File: src/rtl/vc_demux_pkg.sv
// Shared constants and default-width entry type for the val/rdy demux.
package vc_demux_pkg;

  localparam int VC_DEMUX_DEPTH      = 2;
  localparam int VC_DEMUX_CNT_NBITS  = 2;
  localparam int VC_DEMUX_MSG_NBITS  = 32;
  localparam int VC_DEMUX_SEL_NBITS  = 3;

  typedef struct packed {
    logic [VC_DEMUX_MSG_NBITS-1:0] msg;
    logic [VC_DEMUX_SEL_NBITS-1:0] sel;
  } vc_demux_entry_t;

endpackage

File: src/rtl/vc_demux_buf.sv
// Two-entry FIFO for the demux; in_rdy-side ready is a register so no
// combinational path exists from the dequeue side to the enqueue side.
module vc_demux_buf
  import vc_demux_pkg::*;
#(
  parameter int p_width = $bits(vc_demux_entry_t)
) (
  input  logic               clk,
  input  logic               reset_n,
  input  logic               enq,
  input  logic [p_width-1:0] enq_data,
  input  logic               deq,
  output logic [p_width-1:0] head_data,
  output logic               full,
  output logic               empty,
  output logic               enq_rdy
);

  logic [p_width-1:0]            mem [VC_DEMUX_DEPTH];
  logic                          head, tail;
  logic [VC_DEMUX_CNT_NBITS-1:0] count, count_next;
  logic                          do_enq, do_deq;

  assign full      = (count == VC_DEMUX_CNT_NBITS'(VC_DEMUX_DEPTH));
  assign empty     = (count == '0);
  assign do_enq    = enq & ~full;
  assign do_deq    = deq & ~empty;
  assign head_data = mem[head];

  always_comb begin
    count_next = count;
    case ({do_enq, do_deq})
      2'b10:   count_next = count + 1'b1;
      2'b01:   count_next = count - 1'b1;
      default: count_next = count;
    endcase
  end

  always_ff @(posedge clk or negedge reset_n) begin
    if (!reset_n) begin
      head    <= 1'b0;
      tail    <= 1'b0;
      count   <= '0;
      enq_rdy <= 1'b0;
      for (int i = 0; i < VC_DEMUX_DEPTH; i++) mem[i] <= '0;
    end else begin
      if (do_enq) begin
        mem[tail] <= enq_data;
        tail      <= ~tail;
      end
      if (do_deq) head <= ~head;
      count   <= count_next;
      // Ready for the next cycle is decided from the post-update occupancy.
      enq_rdy <= (count_next != VC_DEMUX_CNT_NBITS'(VC_DEMUX_DEPTH));
    end
  end

endmodule

File: src/rtl/vc_val_rdy_demux.sv
// 1-to-N val/rdy demux with a 2-entry decoupling buffer.
// Define VC_VAL_RDY_DEMUX_ERR_EN to drop out-of-range selects and pulse err.
module vc_val_rdy_demux
  import vc_demux_pkg::*;
#(
  parameter int p_nbits     = 32,
  parameter int p_nouts     = 4,
  parameter int p_sel_nbits = 3
) (
  input  logic                   clk,
  input  logic                   reset_n,
  input  logic                   in_val,
  output logic                   in_rdy,
  input  logic [p_nbits-1:0]     in_msg,
  input  logic [p_sel_nbits-1:0] in_sel,
  output logic [p_nouts-1:0]     out_val,
  input  logic [p_nouts-1:0]     out_rdy,
  output logic [p_nbits-1:0]     out_msg,
  output logic                   err
);

  typedef struct packed {
    logic [p_nbits-1:0]     msg;
    logic [p_sel_nbits-1:0] sel;
  } entry_t;

  localparam logic [p_sel_nbits-1:0] LAST = p_sel_nbits'(p_nouts - 1);

  entry_t enq_ent, head;
  logic   oob, fire, enq, deq, full, empty;

  assign oob  = (in_sel > LAST);
  assign fire = in_val & in_rdy;

`ifdef VC_VAL_RDY_DEMUX_ERR_EN
  assign enq         = fire & ~oob;
  assign enq_ent.sel = in_sel;

  always_ff @(posedge clk or negedge reset_n) begin
    if (!reset_n) err <= 1'b0;
    else          err <= fire & oob;
  end
`else
  assign enq         = fire;
  assign enq_ent.sel = oob ? LAST : in_sel;
  assign err         = 1'b0;
`endif

  assign enq_ent.msg = in_msg;

  vc_demux_buf #(.p_width($bits(entry_t))) u_buf (
    .clk       (clk),
    .reset_n   (reset_n),
    .enq       (enq),
    .enq_data  (enq_ent),
    .deq       (deq),
    .head_data (head),
    .full      (full),
    .empty     (empty),
    .enq_rdy   (in_rdy)
  );

  genvar i;
  generate
    for (i = 0; i < p_nouts; i++) begin : g_val
      assign out_val[i] = ~empty & (head.sel == p_sel_nbits'(i));
    end
  endgenerate

  // Only the selected output's ready matters; out_val is one-hot or zero.
  assign deq     = |(out_val & out_rdy);
  assign out_msg = empty ? '0 : head.msg;

  logic unused_full;
  assign unused_full = full;

endmodule

File: config.mk
export PLATFORM = sky130hd
export DESIGN_NAME = vc_val_rdy_demux
export DESIGN_NICKNAME = d
export VERILOG_FILES = /design/src/rtl/vc_demux_pkg.sv /design/src/rtl/vc_demux_buf.sv /design/src/rtl/vc_val_rdy_demux.sv
export SDC_FILE = /design/constraint.sdc
export NUM_CORES = 1
export LEC_CHECK = 0
export CORE_UTILIZATION = 52
export CTS_BUF_LIST = sky130_fd_sc_hd__clkbuf_2
export DETAILED_ROUTE_END_ITERATION = 10
export GPL_ROUTABILITY_DRIVEN = 0
export PLACE_DENSITY = 0.92
export SYNTH_ARGS = -nofsm -noshare
export SYNTH_HDL_FRONTEND = slang
export SYNTH_SLANG_ARGS = --single-unit
export TNS_END_PERCENT = 5
File: constraint.sdc
create_clock -name clk -period 2.6 [get_ports clk]
set_input_delay 0.65 -clock clk [delete_from_list [all_inputs] [get_ports clk]]
set_output_delay 0.65 -clock clk [all_outputs]
set_load 0.03 [all_outputs]
* Word-level counts from Yosys, hierarchy flattened *
Index checks and enable logic that the tools add are counted.

word-level totals
  word-level logic and storage cells = 46
  bits in registers = 75
  input port bits = 42
  output and inout port bits = 38
  memory bits (read-only) = 0
  memory bits (writable) = 0
  memories = 0
  latch bits = 0

operators by class
  order comparisons = 4
  reductions and logical operators = 4
  bitwise gates (word level) = 14
  divide/modulo/power cells = 0
  muxes and demuxes = 9
  add/subtract/negate cells = 2
  shifts and indexed selects = 0
  equal/unequal tests = 7
  $mul = 0

operators with widths
  cell                   number
  $mux W35               4
  $bwmux W70             1
  $demux W35 S1          1
  $mux W32               1
  $and A1 B1 Y1          7
  $eq A3 B2 Y1 const B   2
  $and A4 B4 Y4          1
  $eq A2 B2 Y1 const B   2
  $ge A2 B2 Y1 const B   2
  $not A1 Y1             4
  $not A1 Y2             2
  $pmux W2 S2            1
  $reduce_or A4 Y1       1
  $eq A3 B1 Y1 const B   1
  $gt A3 B2 Y1 const B   1
  $logic_not A3 Y1       1
  $mux W3                1
  $add A2 B1 Y2 const B  1
  $eq A2 B1 Y1 const B   1
  $logic_not A2 Y1       1
  $lt A2 B1 Y1 const B   1
  $ne A2 B2 Y1 const B   1
  $sub A2 B1 Y2 const B  1
  $logic_and A1 B1 Y1    1

* Depth between registers and ports, before layout *
  depth after elaboration = 12
  gate-level depth with buffers = 9
  mapped depth without buffers = 9

* Modules after synthesis *
A second synthesis with hierarchy kept.

second synthesis, totals
  cell total of the unflattened synthesis = 258
  area total of the unflattened synthesis = 3,622.2 µm²

by module, submodules not included
  module            instances  cells an instance  seq. area each (µm²)  area each (µm²)
  vc_demux_buf      1          211                1,876.8               3,300.7
  vc_val_rdy_demux  1          47                 0.0                   321.6

* Worst setup path after synthesis *
OpenSTA, ideal clock, no wires.

  path type = reg-to-output
  start = register u_buf.head
  end = output out_val[3]
  cell stages (with the launch flop) = 5
  required time = 1,950 ps
  buffers on the path = 2
  slack = 552 ps
  data arrival time = 1,398 ps
  cell sequence = dfrtp_1 -> buf_8 -> buf_2 -> nand3b_1 -> a21oi_1

between the ends
  cells in the longest elaborated chain, start to end = 6

RTL lines
  item                                          RTL line                text
  start, declared                               vc_demux_buf.sv:20      logic head, tail;
  start signal, assigned                        vc_demux_buf.sv:51      if (do_deq) head <= ~head;
  $not A1 Y2 (not written as such)              vc_demux_buf.sv:28      assign head_data = mem[head];
  $mux W35 (not written as such) (3 in series)  vc_demux_buf.sv:28
  $eq A3 B2 Y1                                  vc_val_rdy_demux.sv:66  assign out_val[i] = ~empty & (head.sel == p_sel_nbits'(i));
  $and A1 B1 Y1                                 vc_val_rdy_demux.sv:66
  end, declared                                 vc_val_rdy_demux.sv:16  output logic [p_nouts-1:0] out_val,

Every way passes these cells. The select of a mux whose other input is x is not followed.

* Worst setup path after layout *
  start = register u_buf.head
  end = output out_msg[17]

between the ends
  cells in the longest elaborated chain, start to end = 5

RTL lines
  item                                          RTL line                text
  $not A1 Y2 (not written as such)              vc_demux_buf.sv:28
  $mux W35 (not written as such) (3 in series)  vc_demux_buf.sv:28
  $mux W32                                      vc_val_rdy_demux.sv:72  assign out_msg = empty ? '0 : head.msg;
  end, declared                                 vc_val_rdy_demux.sv:18  output logic [p_nbits-1:0] out_msg,

Every way passes these cells. The select of a mux whose other input is x is not followed.

==> flow_summary.json <==
{
  "grt.total_usage": 0.207,
  "row_count": 29,
  "end_kind": "output port",
  "ys_seq_area_frac": 0.534,
  "syn_nets": 320,
  "violations": "design-rule violations",
  "async_flop_share": 1.00,
  "path_cells": "buf_12 > mux2i_1 > nor2_1 > dlygate4sd2_1",
  "drc_errors": 12,
  "clock-root-buffer": "clkbuf_2",
  "path_clk_slew_ns": 0.20,
  "drtAntennaViolNets": 0,
  "critPathArrivalTime_ns": 1.88,
  "power.switching_w": 0.00282,
  "crit_family": "buffers and inverters",
  "grt_overflow": 0,
  "synth_warnings": 0,
  "drtPass1Iterations": 7,
  "dp_cells": 423,
  "antenna_found_initial": 0,
  "crit_type": "flop to output port",
  "fin_crit_sh": 0.972,
  "critPathLaunchType": "flop",
  "cp_slowest_cell": "dfrtp_2",
  "reg2reg_slack_ns": 0.20,
  "fillerInstances": 471,
  "clkPwrFrac": 0.118,
  "die_w_um": 84.2,
  "grt_max_degree": 39,
  "core_area_um2": 6420,
  "die_area_um2": 7090,
  "layout.cells.non_filler": 442,
  "grt_pass1_wl_um": 11400,
  "worst-path-buf-inv": 2,
  "ys_seq_elements": 75,
  "fin_nets": 403,
  "setup_viol": 0,
  "wl_per_cell_um": 15.5,
  "cts_buffer_depth": 2,
  "grt_pass1_vias": 2502,
  "ios": 80,
  "cp.required_ns": 1.95,
  "post-route-min-period_ns": 2.53,
  "cts_tree": "built",
  "tightest_slew_ns": 0.501,
  "drt-total-wl_um": 6830,
  "cts_sinks": 75,
  "p_per_area_nw_per_um2": 1470,
  "ir_worst_vdd_v": 0.000944,
  "critical-path-max-stage-delay_ns": 0.55,
  "die_h_um": 84.2,
  "hold_viol_final": 0,
  "drt_iter0_drc": 121,
  "dpl.hpwl_um": 4790,
  "status": "finished, violations left",
  "setup_tns_ns": 0,
  "area_delta_synth_final_pct": 28.7,
  "htree_levels": 3,
  "p_comb_frac": 0.561,
  "avgViaCountPerCell": 5.44,
  "worstPathMaxFanout": 21,
  "seqPwrFrac": 0.320,
  "netlist_area_um2": 3510,
  "leakagePower_nw": 2.11,
  "synth.avg_cell_area_um2": 12.7,
  "slew_headroom": 0.666,
  "fmax_mhz": 396,
  "cts-hold-fix-buffers": 0,
  "port_buffers": 78,
  "final_max_slew_viol_count": 0,
  "skew_ns": 0.0183,
  "swShare": 0.423,
  "postSynthCellCount": 277,
  "ys.flop_type": "dfrtp_1",
  "dr_total_vias": 2405,
  "synth_edf_count": 0,
  "drive_gt1_frac": 0.282,
  "antennaDiodeCount": 0,
  "cap_violations": 0,
  "start_util": 0.547,
  "cts_buffers": 9,
  "min-delay-path-class": "input pin to asynchronous set/reset pin",
  "synthDistinctLibCells": 36,
  "internal_power_w": 0.00384,
  "clk-insertion-delay-late_ns": 0.47
}
## what timing repair did
| action | in CTS | in global routing |
|---|---|---|
| gates resized for setup | 32 | 5 |
| endpoints found under the setup margin | 34 | 18 |
| buffers inserted | 0 | 3 |
## flip-flops by register name, summed over array words and instances (netlist names)
name / count
u_buf.tail: 1
u_buf.head: 1
u_buf.enq_rdy: 1
u_buf.mem: 70
u_buf.count: 2
## placed cells by master (no fill, tap or decap), types with 2 or more instances in the layout
| master | n |
|---|---|
| nor2_1 | 41 |
| clkdlybuf4s50_1 | 41 |
| clkinv_1 | 3 |
| and2_1 | 2 |
| a21oi_1 | 2 |
| clkdlybuf4s15_1 | 2 |
| clkbuf_2 | 10 |
| mux2_2 | 66 |
| nand2_1 | 8 |
| dfrtp_1 | 74 |
| buf_4 | 13 |
| bufinv_16 | 3 |
| buf_12 | 4 |
| nand3_1 | 2 |
| mux2i_1 | 36 |
| inv_1 | 2 |
| dlygate4sd2_1 | 28 |
| o21ai_0 | 4 |
| xnor2_1 | 2 |
## Yosys cell counts, drive strengths merged, types with 2 or more instances
cell,instances,share of area
nor2,42,0.045
a21oi,2,0.0028
xnor2,2,0.0050
o21ai,5,0.0071
nand2,8,0.0085
nand2b,2,0.0043
mux2i,36,0.10
clkbuf,4,0.0046
dfrtp,75,0.53
mux2,66,0.21
buf,14,0.028
and2,2,0.0036
inv,2,0.0021
nand3,2,0.0028
## area by class of cell
cell class,count,area (um^2),share of cell area
inverter,2,7.51,0.00166
timing repair buffer,90,870,0.192
multi-input combinational,182,1520,0.336
tap,77,96.3,0.0213
sequential,75,1880,0.415
clock buffer,9,45.0,0.00996
clock inverter,7,106,0.0235
## cell families (layout without fill, tap and decap cells)
family / count (synthesis) / count (layout) / share of synthesized area
mux: 102 / 102 / 0.314
other cells: 1 / 1 / 0.00107
flops: 75 / 75 / 0.534
xor+xnor: 3 / 3 / 0.00748
compound gates: 12 / 12 / 0.0221
buf+inv: 20 / 108 / 0.0349
simple gates: 63 / 63 / 0.0826
fa+ha+maj: 1 / 1 / 0.00356
## metrics by stage
stage                     hold slack (ns)  total power [W]   util  cell area (um^2)  worst slack, ns
after global placement              0.471          0.00604  0.682              4380            0.250
after global routing                0.104          0.00706  0.704              4520         -0.00433
after detailed placement            0.492          0.00617  0.682              4380            0.180
after floorplan                     0.354          0.00479      -              3510            0.552
after CTS                          0.0909          0.00668  0.700              4500          0.00618
final                              0.0941          0.00666  0.704              4520           0.0740
## power groups by stage
stage / Sequential [W] / Clock [W] / Combinational (W)
after CTS: 0.00213 / 0.000806 / 0.00374
after floorplan: 0.00202 / 0 / 0.00277
after global placement: 0.00211 / 0 / 0.00393
after global routing: 0.00221 / 0.000851 / 0.00399
after detailed placement: 0.00216 / 0 / 0.00401
final: 0.00213 / 0.000788 / 0.00374
## routing by layer
layer	part of all wire	track usage	up-vias
met4	0.0092	0.0752	0
met2	0.51	0.361	49
met3	0.043	0.0413	8
met5	0	0	-
li1	-	-	1134
met1	0.44	0.255	1214
## path summary, 6_finish.rpt
path | cells after the start | start | endpoint
setup / recovery | 4 | u_buf.head | out_msg[17]
hold / removal | 1 | reset_n | u_buf.mem[29]
setup reg to reg | 9 | u_buf.head | u_buf.enq_rdy
hold reg to reg | 1 | u_buf.mem[13] | u_buf.mem[13]
max in group asynchronous | 2 | reset_n | u_buf.mem[27]
min in group clk | 1 | u_buf.mem[13] | u_buf.mem[13]
No activity file was read; power rests on OpenSTA's default activity.
